**config.mk**
```make
export PLATFORM = sky130hd
export DESIGN_NAME = pc_sequencer_flat
export DESIGN_NICKNAME = d
export VERILOG_FILES = /design/src/rtl/pc_sequencer_if.sv /design/src/rtl/pc_sequencer.sv /design/src/flat_wrapper.sv
export SDC_FILE = /design/constraint.sdc
export NUM_CORES = 1
export LEC_CHECK = 0
export CAP_MARGIN = 20
export CORE_MARGIN = 2
export CORE_UTILIZATION = 39
export CTS_CLUSTER_SIZE = 28
export DETAILED_ROUTE_END_ITERATION = 6
export PLACE_DENSITY = 0.76
export SETUP_SLACK_MARGIN = 0.02
export SYNTH_ARGS = -nofsm -noshare
export SYNTH_HDL_FRONTEND = slang
export SYNTH_SLANG_ARGS = --single-unit
```
**constraint.sdc**
```tcl
create_clock -name clk -period 1.35 [get_ports clk]
set_clock_uncertainty 0.05 [all_clocks]
set_input_delay 0.27 -clock clk [delete_from_list [all_inputs] [get_ports clk]]
set_output_delay 0.27 -clock clk [all_outputs]
set_load 0.05 [all_outputs]
```
**src/rtl/pc_sequencer_if.sv**
```systemverilog
// rtl/pc_sequencer_if.sv - decode-to-PC-sequencer handshake bundle (exc_count under PC_SEQ_EXC_COUNT_EN)
interface pc_sequencer_if;
    logic       start_instr;
    logic [2:0] op_kind;
    logic       branch_taken;
    logic       exc_opcode;
    logic       exc_overflow;
    logic [2:0] pc_source;
    logic       pc_write;
    logic       epc_write;
    logic       vec_rd;
    logic [7:0] vec_addr;
    logic [1:0] exc_cause;
    logic       busy;
    logic       done;
`ifdef PC_SEQ_EXC_COUNT_EN
    logic [15:0] exc_count;
`endif

    modport master (
        output start_instr, op_kind, branch_taken, exc_opcode, exc_overflow,
`ifdef PC_SEQ_EXC_COUNT_EN
        input  exc_count,
`endif
        input  pc_source, pc_write, epc_write, vec_rd, vec_addr, exc_cause, busy, done
    );

    modport slave (
        input  start_instr, op_kind, branch_taken, exc_opcode, exc_overflow,
`ifdef PC_SEQ_EXC_COUNT_EN
        output exc_count,
`endif
        output pc_source, pc_write, epc_write, vec_rd, vec_addr, exc_cause, busy, done
    );
endinterface

```
**src/rtl/pc_sequencer.sv**
```systemverilog
// rtl/pc_sequencer.sv - PC update / exception vector sequencer; optional exc_count via PC_SEQ_EXC_COUNT_EN
module pc_sequencer #(
    parameter int unsigned VEC_WAIT = 2,
    parameter logic [7:0]  OPC_VEC  = 8'd253,
    parameter logic [7:0]  OVF_VEC  = 8'd254
) (
    input  logic          clk,
    input  logic          reset,
    pc_sequencer_if.slave bus
);
    typedef enum logic [2:0] {IDLE, UPDATE, EXC_SAVE, EXC_WAIT, EXC_LOAD} state_t;

    localparam logic [3:0] WAIT_INIT = 4'(VEC_WAIT);

    state_t     state_q, state_d;
    logic [2:0] pc_source_q, pc_source_d;
    logic       pc_write_q, pc_write_d;
    logic       epc_write_q, epc_write_d;
    logic       vec_rd_q, vec_rd_d;
    logic [7:0] vec_addr_q, vec_addr_d;
    logic [1:0] exc_cause_q, exc_cause_d;
    logic       done_q, done_d;
    logic [3:0] cnt_q, cnt_d;
    logic       opc_exc;
    logic       exc_enter;
`ifdef PC_SEQ_EXC_COUNT_EN
    logic [15:0] exc_count_q, exc_count_d;
`endif

    // Reserved op_kind encodings are reported as invalid opcodes.
    assign opc_exc = bus.exc_opcode || (bus.op_kind > 3'd4);

    always_comb begin
        state_d     = state_q;
        pc_source_d = 3'b000;
        pc_write_d  = 1'b0;
        epc_write_d = 1'b0;
        vec_rd_d    = 1'b0;
        done_d      = 1'b0;
        vec_addr_d  = vec_addr_q;
        exc_cause_d = exc_cause_q;
        cnt_d       = cnt_q;
        exc_enter   = 1'b0;
        unique case (state_q)
            IDLE: begin
                if (bus.start_instr) begin
                    if (opc_exc || bus.exc_overflow) begin
                        state_d     = EXC_SAVE;
                        exc_enter   = 1'b1;
                        epc_write_d = 1'b1;
                        vec_rd_d    = 1'b1;
                        cnt_d       = WAIT_INIT;
                        exc_cause_d = opc_exc ? 2'b01 : 2'b10;
                        vec_addr_d  = opc_exc ? OPC_VEC : OVF_VEC;
                    end else begin
                        // Outputs are latched here, so later input changes cannot alter the update.
                        state_d     = UPDATE;
                        pc_source_d = bus.op_kind;
                        pc_write_d  = !((bus.op_kind == 3'b001) && !bus.branch_taken);
                        done_d      = 1'b1;
                    end
                end
            end
            UPDATE:   state_d = IDLE;
            EXC_SAVE: begin
                state_d  = EXC_WAIT;
                vec_rd_d = 1'b1;
            end
            EXC_WAIT: begin
                cnt_d = cnt_q - 4'd1;
                if (cnt_q <= 4'd1) begin
                    state_d     = EXC_LOAD;
                    pc_source_d = 3'b101;
                    pc_write_d  = 1'b1;
                    done_d      = 1'b1;
                end else begin
                    vec_rd_d = 1'b1;
                end
            end
            EXC_LOAD: state_d = IDLE;
            default:  state_d = IDLE;
        endcase
    end

`ifdef PC_SEQ_EXC_COUNT_EN
    always_comb begin
        exc_count_d = exc_count_q;
        if (exc_enter && (exc_count_q != 16'hFFFF))
            exc_count_d = exc_count_q + 16'd1;
    end
`endif

    always_ff @(posedge clk) begin
        if (reset) begin
            state_q     <= IDLE;
            pc_source_q <= 3'b000;
            pc_write_q  <= 1'b0;
            epc_write_q <= 1'b0;
            vec_rd_q    <= 1'b0;
            vec_addr_q  <= 8'd0;
            exc_cause_q <= 2'b00;
            done_q      <= 1'b0;
            cnt_q       <= 4'd0;
`ifdef PC_SEQ_EXC_COUNT_EN
            exc_count_q <= 16'd0;
`endif
        end else begin
            state_q     <= state_d;
            pc_source_q <= pc_source_d;
            pc_write_q  <= pc_write_d;
            epc_write_q <= epc_write_d;
            vec_rd_q    <= vec_rd_d;
            vec_addr_q  <= vec_addr_d;
            exc_cause_q <= exc_cause_d;
            done_q      <= done_d;
            cnt_q       <= cnt_d;
`ifdef PC_SEQ_EXC_COUNT_EN
            exc_count_q <= exc_count_d;
`endif
        end
    end

    assign bus.pc_source = pc_source_q;
    assign bus.pc_write  = pc_write_q;
    assign bus.epc_write = epc_write_q;
    assign bus.vec_rd    = vec_rd_q;
    assign bus.vec_addr  = vec_addr_q;
    assign bus.exc_cause = exc_cause_q;
    assign bus.done      = done_q;
    assign bus.busy      = (state_q != IDLE);
`ifdef PC_SEQ_EXC_COUNT_EN
    assign bus.exc_count = exc_count_q;
`endif
endmodule

```
**src/flat_wrapper.sv**
```systemverilog
// flat-port wrapper written by rule: the top's interface ports become plain ports
module pc_sequencer_flat 
#(
    parameter int unsigned VEC_WAIT = 2,
    parameter logic [7:0]  OPC_VEC  = 8'd253,
    parameter logic [7:0]  OVF_VEC  = 8'd254
)
  (clk, reset, bus_start_instr, bus_op_kind, bus_branch_taken, bus_exc_opcode, bus_exc_overflow, bus_pc_source, bus_pc_write, bus_epc_write, bus_vec_rd, bus_vec_addr, bus_exc_cause, bus_busy, bus_done);
  pc_sequencer_if bus_i ();
  input  logic clk;
  input  logic reset;
  input wire logic [$bits(bus_i.start_instr)-1:0] bus_start_instr;
  input wire logic [$bits(bus_i.op_kind)-1:0] bus_op_kind;
  input wire logic [$bits(bus_i.branch_taken)-1:0] bus_branch_taken;
  input wire logic [$bits(bus_i.exc_opcode)-1:0] bus_exc_opcode;
  input wire logic [$bits(bus_i.exc_overflow)-1:0] bus_exc_overflow;
  output wire logic [$bits(bus_i.pc_source)-1:0] bus_pc_source;
  output wire logic [$bits(bus_i.pc_write)-1:0] bus_pc_write;
  output wire logic [$bits(bus_i.epc_write)-1:0] bus_epc_write;
  output wire logic [$bits(bus_i.vec_rd)-1:0] bus_vec_rd;
  output wire logic [$bits(bus_i.vec_addr)-1:0] bus_vec_addr;
  output wire logic [$bits(bus_i.exc_cause)-1:0] bus_exc_cause;
  output wire logic [$bits(bus_i.busy)-1:0] bus_busy;
  output wire logic [$bits(bus_i.done)-1:0] bus_done;
  assign bus_i.start_instr = bus_start_instr;
  assign bus_i.op_kind = bus_op_kind;
  assign bus_i.branch_taken = bus_branch_taken;
  assign bus_i.exc_opcode = bus_exc_opcode;
  assign bus_i.exc_overflow = bus_exc_overflow;
  assign bus_pc_source = bus_i.pc_source;
  assign bus_pc_write = bus_i.pc_write;
  assign bus_epc_write = bus_i.epc_write;
  assign bus_vec_rd = bus_i.vec_rd;
  assign bus_vec_addr = bus_i.vec_addr;
  assign bus_exc_cause = bus_i.exc_cause;
  assign bus_busy = bus_i.busy;
  assign bus_done = bus_i.done;
  pc_sequencer #(.VEC_WAIT(VEC_WAIT), .OPC_VEC(OPC_VEC), .OVF_VEC(OVF_VEC)) u_core (.clk(clk), .reset(reset), .bus(bus_i));
endmodule
```
After elaboration in Yosys (flattened, before gate mapping)
Cells that the tools add are included. Widths: inputs -> output; s select.

Register bits: 24. Output and inout bits: 18. Logic and storage cells: 55.

Add/sub/neg operators: 1. $lt $le $gt $ge: 2. Eq/ne operators: 6. Mux-type cells: 24. Bitwise operators: 1. Reduce and logical (&&, ||, !) cells: 12.

Operator list (number): $mux 3 (5); $pmux 3 s3 (1); $mux 1 (8); $mux 4 (2); $pmux 4 s2 (1); $eq 3x2->1 const B (2); $mux 2 (3); $pmux 3 s2 (1); $reduce_and 3->1 (2); $le 4x1->1 const B (1); $ne 2x1->1 const B (2); $pmux 1 s2 (2); $sub 4x1->4 const B (1); $eq 3x1->1 const B (1); $gt 3x3->1 const B (1); $logic_not 3->1 (1); $pmux 1 s3 (1); $reduce_bool 3->1 (1); $logic_not 1->1 (2); $logic_or 1x1->1 (2); $ne 2x2->1 const B (1); $reduce_and 2->1 (1); $reduce_bool 2->1 (1); $reduce_or 2->1 (1); 2 further kinds (2).

Longest topological paths before layout
Gate-level depths: netlist of run 1.

Depth in word-level cells: 6. Gate-level depth with buffers: 5. Depth with buffers taken out: 5.

Least setup slack after synthesis of run 1
No wires, ideal clock.

Kind: reg2reg. Start: register u_core.state_q[1]. End: register u_core.cnt_q[3]. Library setup time: 0.122 ns. Arrival: 1.295 ns. Required time: 1.178 ns. Setup slack: -0.117 ns. Stages on the path, launching flop included: 4. Buffers on the path: 0. Clock period less this slack: 1.467 ns. Cell sequence: dfxtp_1 nor4b_4 o31ai_2 a311o_1.

Word-level cells in the longest chain between the ends: 3.

RTL lines: from (decl) (line pc_sequencer.sv:15) `state_t state_q, state_d;`; from (signal assigned) (line pc_sequencer.sv:108) `state_q <= state_d;`; $logic_not 3->1 / $eq 3x2->1 (equally long branches) (line pc_sequencer.sv:44) `unique case (state_q)`; $ne 2x1->1 (no source line), or another cell as far along; $reduce_and 3->1 (no source line); to (signal assigned) (line pc_sequencer.sv:116) `cnt_q <= cnt_d;`; to (decl) (line pc_sequencer.sv:23) `logic [3:0] cnt_q, cnt_d;`.

Several ways; a longest one is shown, not always the timed one. A chain may end at the register's enable or synchronous reset.

Worst setup path after layout of run 1
Start: register u_core.cnt_q[0]. End: register u_core.pc_source_q[2] (netlist: u_core.bus.pc_source[2]).

Word-level cells in the longest chain between the ends: 3.

RTL lines: $le 4x1->1 (line pc_sequencer.sv:71) `if (cnt_q <= 4'd1) begin`; $mux 3 (line pc_sequencer.sv:71); $pmux 3 s2 (line pc_sequencer.sv:44); to (signal assigned) (line pc_sequencer.sv:109) `pc_source_q <= pc_source_d;`; to (decl) (line pc_sequencer.sv:16) `logic [2:0] pc_source_q, pc_source_d;`.

No other way between the ends.

==> metrics.md, run 1 <==
| Metric | Value |
|---|---|
| Drt first pass iters | `4` |
| Syn_nets | `98` |
| Mapped Cells | `between 80 and 90` |
| Initial antenna violation count | `0` |
| Global route total overflow | `0` |
| CP required | `1540 ps` |
| Comb pwr share | `0.576` |
| Core Util, Final | `0.802` |
| Share of Yosys cell area claimed by the top area cell type | `0.420` |
| Inserted Clock Buffers | `3` |
| Clock group share of total power | `0.130` |
| Drt total wl | `2770 um` |
| Final nets | `135` |
| Cell chosen for the clock root | `clkbuf_4` |
| Psw | `roughly 0.00093 W` |
| Drt drc | `0` |
| Fraction of layout cells with a size suffix above 1 | `0.610` |
| Library cells used by synthesis | `31` |
| Core area | `1960 um^2` |
| Later-pin clock latency in the skew report | `300 ps` |
| Final Setup Violations | `9` |
| Crit Path Max Fanout | `5` |
| Largest net degree at the start of global routing | `11` |
| MaxCap Viol Count | `0` |
| CTS max path bufs | `2` |
| Final Max Tran Viols | `0` |
| Relative slew slack | `0.746` |
| Vias | `846` |
| Post-Syn Area per Cell | `between 9 and 10 um^2` |
| Count of state elements after synthesis | `17` |
| CTS sink cnt | `17` |
| Sw frac | `0.415` |
| Fmax | `0.689 GHz` |
| Dominant cell type by area after synthesis | `dfxtp_1` |
| Die area | `2460 um^2` |
| Avg WL per Cell | `18.4 um` |
| H-tree lvl count | `1` |
| Cell row count | `16` |
| Post-synthesis sequential area ratio | `0.420` |
| Port bufs | `26` |
| Final Cycle Share | `1.08` |
| Ys Warns | `0` |
| Max VDD drop | `0.000883 V` |
| Area Growth Syn to Fin | `94.1%` |
| Vias in the first global route | `about 860` |
| Critical path class | `register to register` |
| Setup TNS | `-497 ps` |
| Internal power | `approximately 0.0013 W` |
| Clock slew at reported path FFs | `110 ps` |
| TritonCTS clock tree | `built` |
| Final GP Congestion | `0.851` |
| Sequential share of power | `0.294` |
| Number of antenna cells inserted | `0` |
| DR iter-0 viols | `17` |
| Min Tclk post-route | `roughly 1500 ps` |
| GRT Util Overall | `0.211` |
| Via density | `5.64` |
| Worst hold margin | `353 ps` |
| Die Wd | `49.6 um` |
| LEAKAGE | `0.615 nW` |
| PD cells | `~1400 nW/um^2` |
| Worst hold path depth | `3` |
| Setup WS post-layout | `-101 ps` |
| Post-Syn Area | `just over 800 um^2` |
| CP arrival | `1640 ps` |
| R2R cell count | `5` |
| Io pins | `27` |
| RSZ-0062 raised after global routing | `true` |
| CP endpoint kind | `register` |
| Antenna viol nets, final | `0` |
| Hold Crit Class | `input pin to register` |
| Startpoint types | `register` |
| Synth area leaders | `dfxtp_1, buf_4, inv_1, a21oi_1, ha_1` |
| Status | `finished, violations left` |
| Failing checks | `negative setup slack` |
| Hpwl dp | `1650 um` |
| Worst-margin pin slew | `379 ps` |
| Final Hold Violating Endpoints | `0` |
| Starting Density | `0.413` |
| Die Ht | `~50 um` |
| Global-route wire length before repair | `around 3800 um` |
[through the flow]
stage	power (W)	worst slack [ps]	std cells	area [um^2]
CTS	0.00207	-78.3	151	1420
global route	0.00231	-165	150	1570
finish	0.00223	-101	150	1570
global placement	0.00168	-377	144	1320
detailed placement	0.00171	-417	144	1320
floorplan	0.00122	-98.4	87	822
[cells by family (layout without fill, tap and decap cells)]
group           Yosys count  count (layout)  synth area share
simple gates             29              29             0.247
compound gates           22              22             0.185
flops                    17              17             0.420
buf+inv                  16              52             0.106
fa+ha+maj                 2               2            0.0309
xor+xnor                  1               1            0.0108
[registers in the layout, indices dropped and copies added, names as in the netlist]
register and cells:
u_core.bus.vec_rd 1, u_core.cnt_q 4, u_core.bus.done 1, u_core.bus.pc_source 3, u_core.bus.exc_cause 1, u_core.state_q 3, u_core.bus.vec_addr 2, u_core.bus.epc_write 1
u_core.bus.pc_write 1
[critical path, stage by stage (launching register included)]
cell and delay [ps]:
dfxtp_4 390, inv_4 60, ha_4 130, nor2_4 40, or4_4 540, a21oi_2 170
[power groups by stage]
| stage | combinational [W] | clock, W | sequential [W] |
|---|---|---|---|
| 2_1_floorplan | 0.000480 | 0 | 0.000742 |
| 3_3_place_gp | 0.00104 | 0 | 0.000639 |
| 3_5_place_dp | 0.00107 | 0 | 0.000643 |
| 4_1_cts | 0.00114 | 0.000284 | 0.000642 |
| 5_1_grt | 0.00134 | 0.000309 | 0.000662 |
| 6_report | 0.00129 | 0.000289 | 0.000655 |
[cell type report]
cell class	count	area, um^2
multi-input cells	54	562
clock buffers	4	26.3
flip-flops and latches	17	359
well taps	27	33.8
fillers	126	388
repair buffers	41	562
inverters	7	31.3
[final timing paths]
kind | to | slack, ps | startpoint
min reg2reg | u_core.bus.vec_addr[6] | 440 | u_core.bus.vec_addr[6]
min | u_core.bus.pc_source[1] | 350 | bus_op_kind[1]
max reg2reg | u_core.bus.pc_source[2] | -100 | u_core.cnt_q[0]
max | u_core.bus.pc_source[2] | -100 | u_core.cnt_q[0]
[metal layers]
metal	up-vias	track usage	share of wire	wire length (um)
li1	388	-	-	-
met1	406	0.205	0.32	893
met2	36	0.380	0.58	1600
met3	16	0.0485	0.049	135
met4	0	0.162	0.051	141
met5	-	0	0	0
[placed cells by master (no fill, tap or decap), drive strengths merged, types with 4 or more instances in the layout]
master,n
or3,4
a21oi,5
o21ai,5
nor2,5
clkdlybuf4s50,4
dfxtp,17
clkbuf,4
buf,33
inv,7
[cells in the mapped netlist]
master,n
buf_4,7
or4b_2,1
nand3b_1,2
clkbuf_1,2
o22ai_1,3
inv_1,7
o21ai_0,5
a21oi_1,5
and3b_1,2
a21bo_2,1
a221oi_1,2
or3_1,4
nor4b_4,1
nor3b_1,2
a21boi_0,1
nor4_1,1
o41ai_1,1
and3_1,1
dfxtp_1,17
o21a_1,1
nand4_1,3
a21o_1,1
a311o_1,1
o31ai_2,1
xor2_1,1
ha_1,2
nor2b_1,2
nor2_1,5
nor3_1,2
or4_4,1
nand3_1,2
[repair_timing]
action	4_1_cts	5_1_grt
buffers inserted	3	0
gates resized for setup	21	41
pin swaps	5	11
endpoints found under the setup margin	23	24
hold buffers	0	0
Power figures use the tool's default switching activity.
==> inputs of run 2 (changes only) <==
--- a/config.mk
+++ b/config.mk
@@ -7,10 +7,10 @@
 export LEC_CHECK = 0
 export CAP_MARGIN = 20
 export CORE_MARGIN = 2
-export CORE_UTILIZATION = 39
+export CORE_UTILIZATION = 40
 export CTS_CLUSTER_SIZE = 28
 export DETAILED_ROUTE_END_ITERATION = 6
-export PLACE_DENSITY = 0.76
+export PLACE_DENSITY = 0.74
 export SETUP_SLACK_MARGIN = 0.02
 export SYNTH_ARGS = -nofsm -noshare
 export SYNTH_HDL_FRONTEND = slang
==> constraint.sdc (replaced) <==
create_clock -name clk -period 1.55 [get_ports clk]
set_clock_uncertainty 0.05 [all_clocks]
set_input_delay 0.31 -clock clk [delete_from_list [all_inputs] [get_ports clk]]
set_output_delay 0.31 -clock clk [all_outputs]
set_load 0.05 [all_outputs]
==> run 2 against run 1 <==
- the run now ends clean
- non-clock buffer count is 3 lower
- clock power is 15% lower
- cell count down 2.0%
- critical endpoint is now u_core.bus.pc_write
- largest cell class is now buffers
==> metrics.md, run 2 (synthesized netlist as in run 1, its figures left out) <==
| Metric | Value |
|---|---|
| Avg WL per Cell | `14.1 um (-24%)` |
| Startpoint types | `input pin` |
| RSZ-0062 raised after global routing | `true` |
| Sw frac | `0.405 (-0.00958)` |
| Global route total overflow | `0 (unchanged)` |
| Worst hold path depth | `3 (unchanged)` |
| Internal power | `0.00104 W (-20%)` |
| CTS sink cnt | `17 (unchanged)` |
| Drt drc | `0 (unchanged)` |
| CP endpoint kind | `register` |
| Max VDD drop | `0.000779 V (-12%)` |
| Final Max Tran Viols | `0 (unchanged)` |
| Relative slew slack | `0.767 (+0.0211)` |
| Worst hold start | `bus_op_kind[1]` |
| Worst-margin pin slew | `348 ps (-30.6 ps)` |
| Drt first pass iters | `4 (unchanged)` |
| H-tree lvl count | `1 (unchanged)` |
| Psw | `0.000709 W (-23%)` |
| R2R cell count | `3 (-2)` |
| Die Wd | `49.0 um (-1.2%)` |
| Later-pin clock latency in the skew report | `300 ps (about the same)` |
| Comb pwr share | `0.538 (-0.038)` |
| Sequential share of power | `0.321 (+0.027)` |
| TritonCTS clock tree | `built` |
| Vias in the first global route | `775 (-10%)` |
| Clock slew at reported path FFs | `100 ps (about the same)` |
| Status | `finished clean` |
| LEAKAGE | `0.563 nW (-8.4%)` |
| Fraction of layout cells with a size suffix above 1 | `0.358 (-0.251)` |
| Final nets | `132 (-2.2%)` |
| Die area | `2400 um^2 (-2.3%)` |
| Most common cell after layout, fill and taps aside | `buf_12` |
| Reg-to-reg setup timing slack | `90 ps (+190 ps)` |
| Antenna viol nets, final | `0 (unchanged)` |
| Total power draw | `0.00175 W (-22%)` |
| Die Ht | `49.0 um (-1.2%)` |
| Cell row count | `16 (unchanged)` |
| Largest net degree at the start of global routing | `10 (-1)` |
| Core area | `1940 um^2 (-1.0%)` |
| Core Util, Final | `0.698 (-0.104)` |
| Clock group share of total power | `0.141 (+0.011)` |
| Worst flop-to-flop path endpoint | `u_core.bus.pc_write` |
| CP required | `1680 ps (+140 ps)` |
| PD cells | `1290 nW/um^2 (-8.9%)` |
| WHS Endpoint | `u_core.bus.pc_source[1]` |
| Critical path class | `input pin to register` |
| Hpwl dp | `1550 um (-6.3%)` |
| Global-route wire length before repair | `3270 um (-15%)` |
| Setup TNS | `0 ps (+497 ps)` |
| Top reg by flops | `u_core.cnt_q` |
| MaxCap Viol Count | `0 (unchanged)` |
| CTS max path bufs | `2 (unchanged)` |
| GRT Util Overall | `0.178 (-0.0328)` |
| Inserted Clock Buffers | `3 (unchanged)` |
| Vias | `789 (-6.7%)` |
| Area Growth Syn to Fin | `67.1%` |
| Hold Crit Class | `input pin to register` |
| Port bufs | `26 (unchanged)` |
| Number of antenna cells inserted | `0 (unchanged)` |
| Fmax | `0.663 GHz` |
| Crit Path Max Fanout | `4 (-1)` |
| CP arrival | `1640 ps (about the same)` |
| Max FFs per register | `4 (unchanged)` |
| Fill cell count | `139 (+10%)` |
| Io pins | `27 (unchanged)` |
| Via density | `5.37 (-4.8%)` |
| Drt total wl | `2070 um (-25%)` |
| DR iter-0 viols | `23 (+6)` |
| Hold Buf Count CTS | `0 (unchanged)` |
| Worst R2R Start | `u_core.state_q[0]` |
| Most frequent cells in the layout | `buf_12, dfxtp_1, buf_4, clkdlybuf4s50_1, inv_1` |
| Setup WS post-layout | `42.4 ps (+144 ps)` |
| Setup Buffers After CTS | `0 (-3)` |
| Min Tclk post-route | `around 1500 ps` |
| Final Cycle Share | `0.973` |
| Starting Density | `0.418 (+0.00426)` |
| Initial antenna violation count | `0 (unchanged)` |
| Final GP Congestion | `0.785 (-7.7%)` |
| Final Hold Violating Endpoints | `0 (unchanged)` |
| Final Setup Violations | `0 (-9)` |
| Dpl ws | `-279 ps (+138 ps)` |
| Cell chosen for the clock root | `clkbuf_4` |
run 2: changes by cell type in the layout (fill, tap and decap cells not counted), moves of 3 or more:
| cell | before | now |
|---|---|---|
| nor2_1 | 2 | 5 |
| clkdlybuf4s50_1 | 4 | 7 |
| a21oi_1 | 0 | 5 |
| buf_6 | 6 | 1 |
| a21oi_2 | 5 | 0 |
| dfxtp_1 | 10 | 14 |
| o21ai_1 | 4 | 0 |
| o21ai_0 | 0 | 5 |
| dlygate4sd2_1 | 3 | 0 |
run 2: critical path: stages:
cell and delay, ps:
clkdlybuf4s50_1 470, or4b_2 650, nand4_1 120, a21oi_1 90
run 2: how the worst max path moves through the flow:
stage                 startpoint                       to  cells past startpoint
5_1_grt          bus_start_instr  u_core.bus.pc_source[1]                      5
4_1_cts        u_core.state_q[1]  u_core.bus.pc_source[0]                      3
6_report          bus_op_kind[2]      u_core.bus.pc_write                      4
3_3_place_gp      bus_op_kind[1]      u_core.bus.pc_write                      4
3_5_place_dp      bus_op_kind[1]      u_core.bus.pc_write                      4
2_1_floorplan  u_core.state_q[1]          u_core.cnt_q[3]                      3
run 2: area by class of cell:
cell class	count	area, um^2	area share
Multi-Input combinational cell	54	395	0.292
Sequential cell	17	349	0.258
Tap cell	27	33.8	0.0249
Timing Repair Buffer	38	524	0.387
Inverter	7	26.3	0.0194
Clock buffer	4	26.3	0.0194
run 2: per-stage QoR:
step / hold WS (ps) / cell area (um^2) / instances
detailed placement: 411 / 1300 / 143
global placement: 407 / 1300 / 143
finish: 266 / 1360 / 147
global route: 298 / 1360 / 147
CTS: 426 / 1340 / 147
floorplan: 380 / 811 / 87
run 2: power groups by stage:
| stage | clock network, W | logic, W | registers (W) |
|---|---|---|---|
| 3_5_place_dp | 0 | 0.000916 | 0.000557 |
| 5_1_grt | 0.000269 | 0.000984 | 0.000564 |
| 3_3_place_gp | 0 | 0.000903 | 0.000555 |
| 4_1_cts | 0.000250 | 0.000923 | 0.000555 |
| 6_report | 0.000246 | 0.000941 | 0.000561 |
| 2_1_floorplan | 0 | 0.000414 | 0.000645 |
run 2: metal layers:
layer,track usage,share of wire
met5,0,0
met4,0.124,0.042
met3,0.0644,0.073
met2,0.288,0.49
met1,0.193,0.39
run 2: what timing repair did:
item | 4_1_cts | 5_1_grt
pin swaps | 1 | 1
resized for setup | 4 | 7
endpoints found under the setup margin | 1 | 10
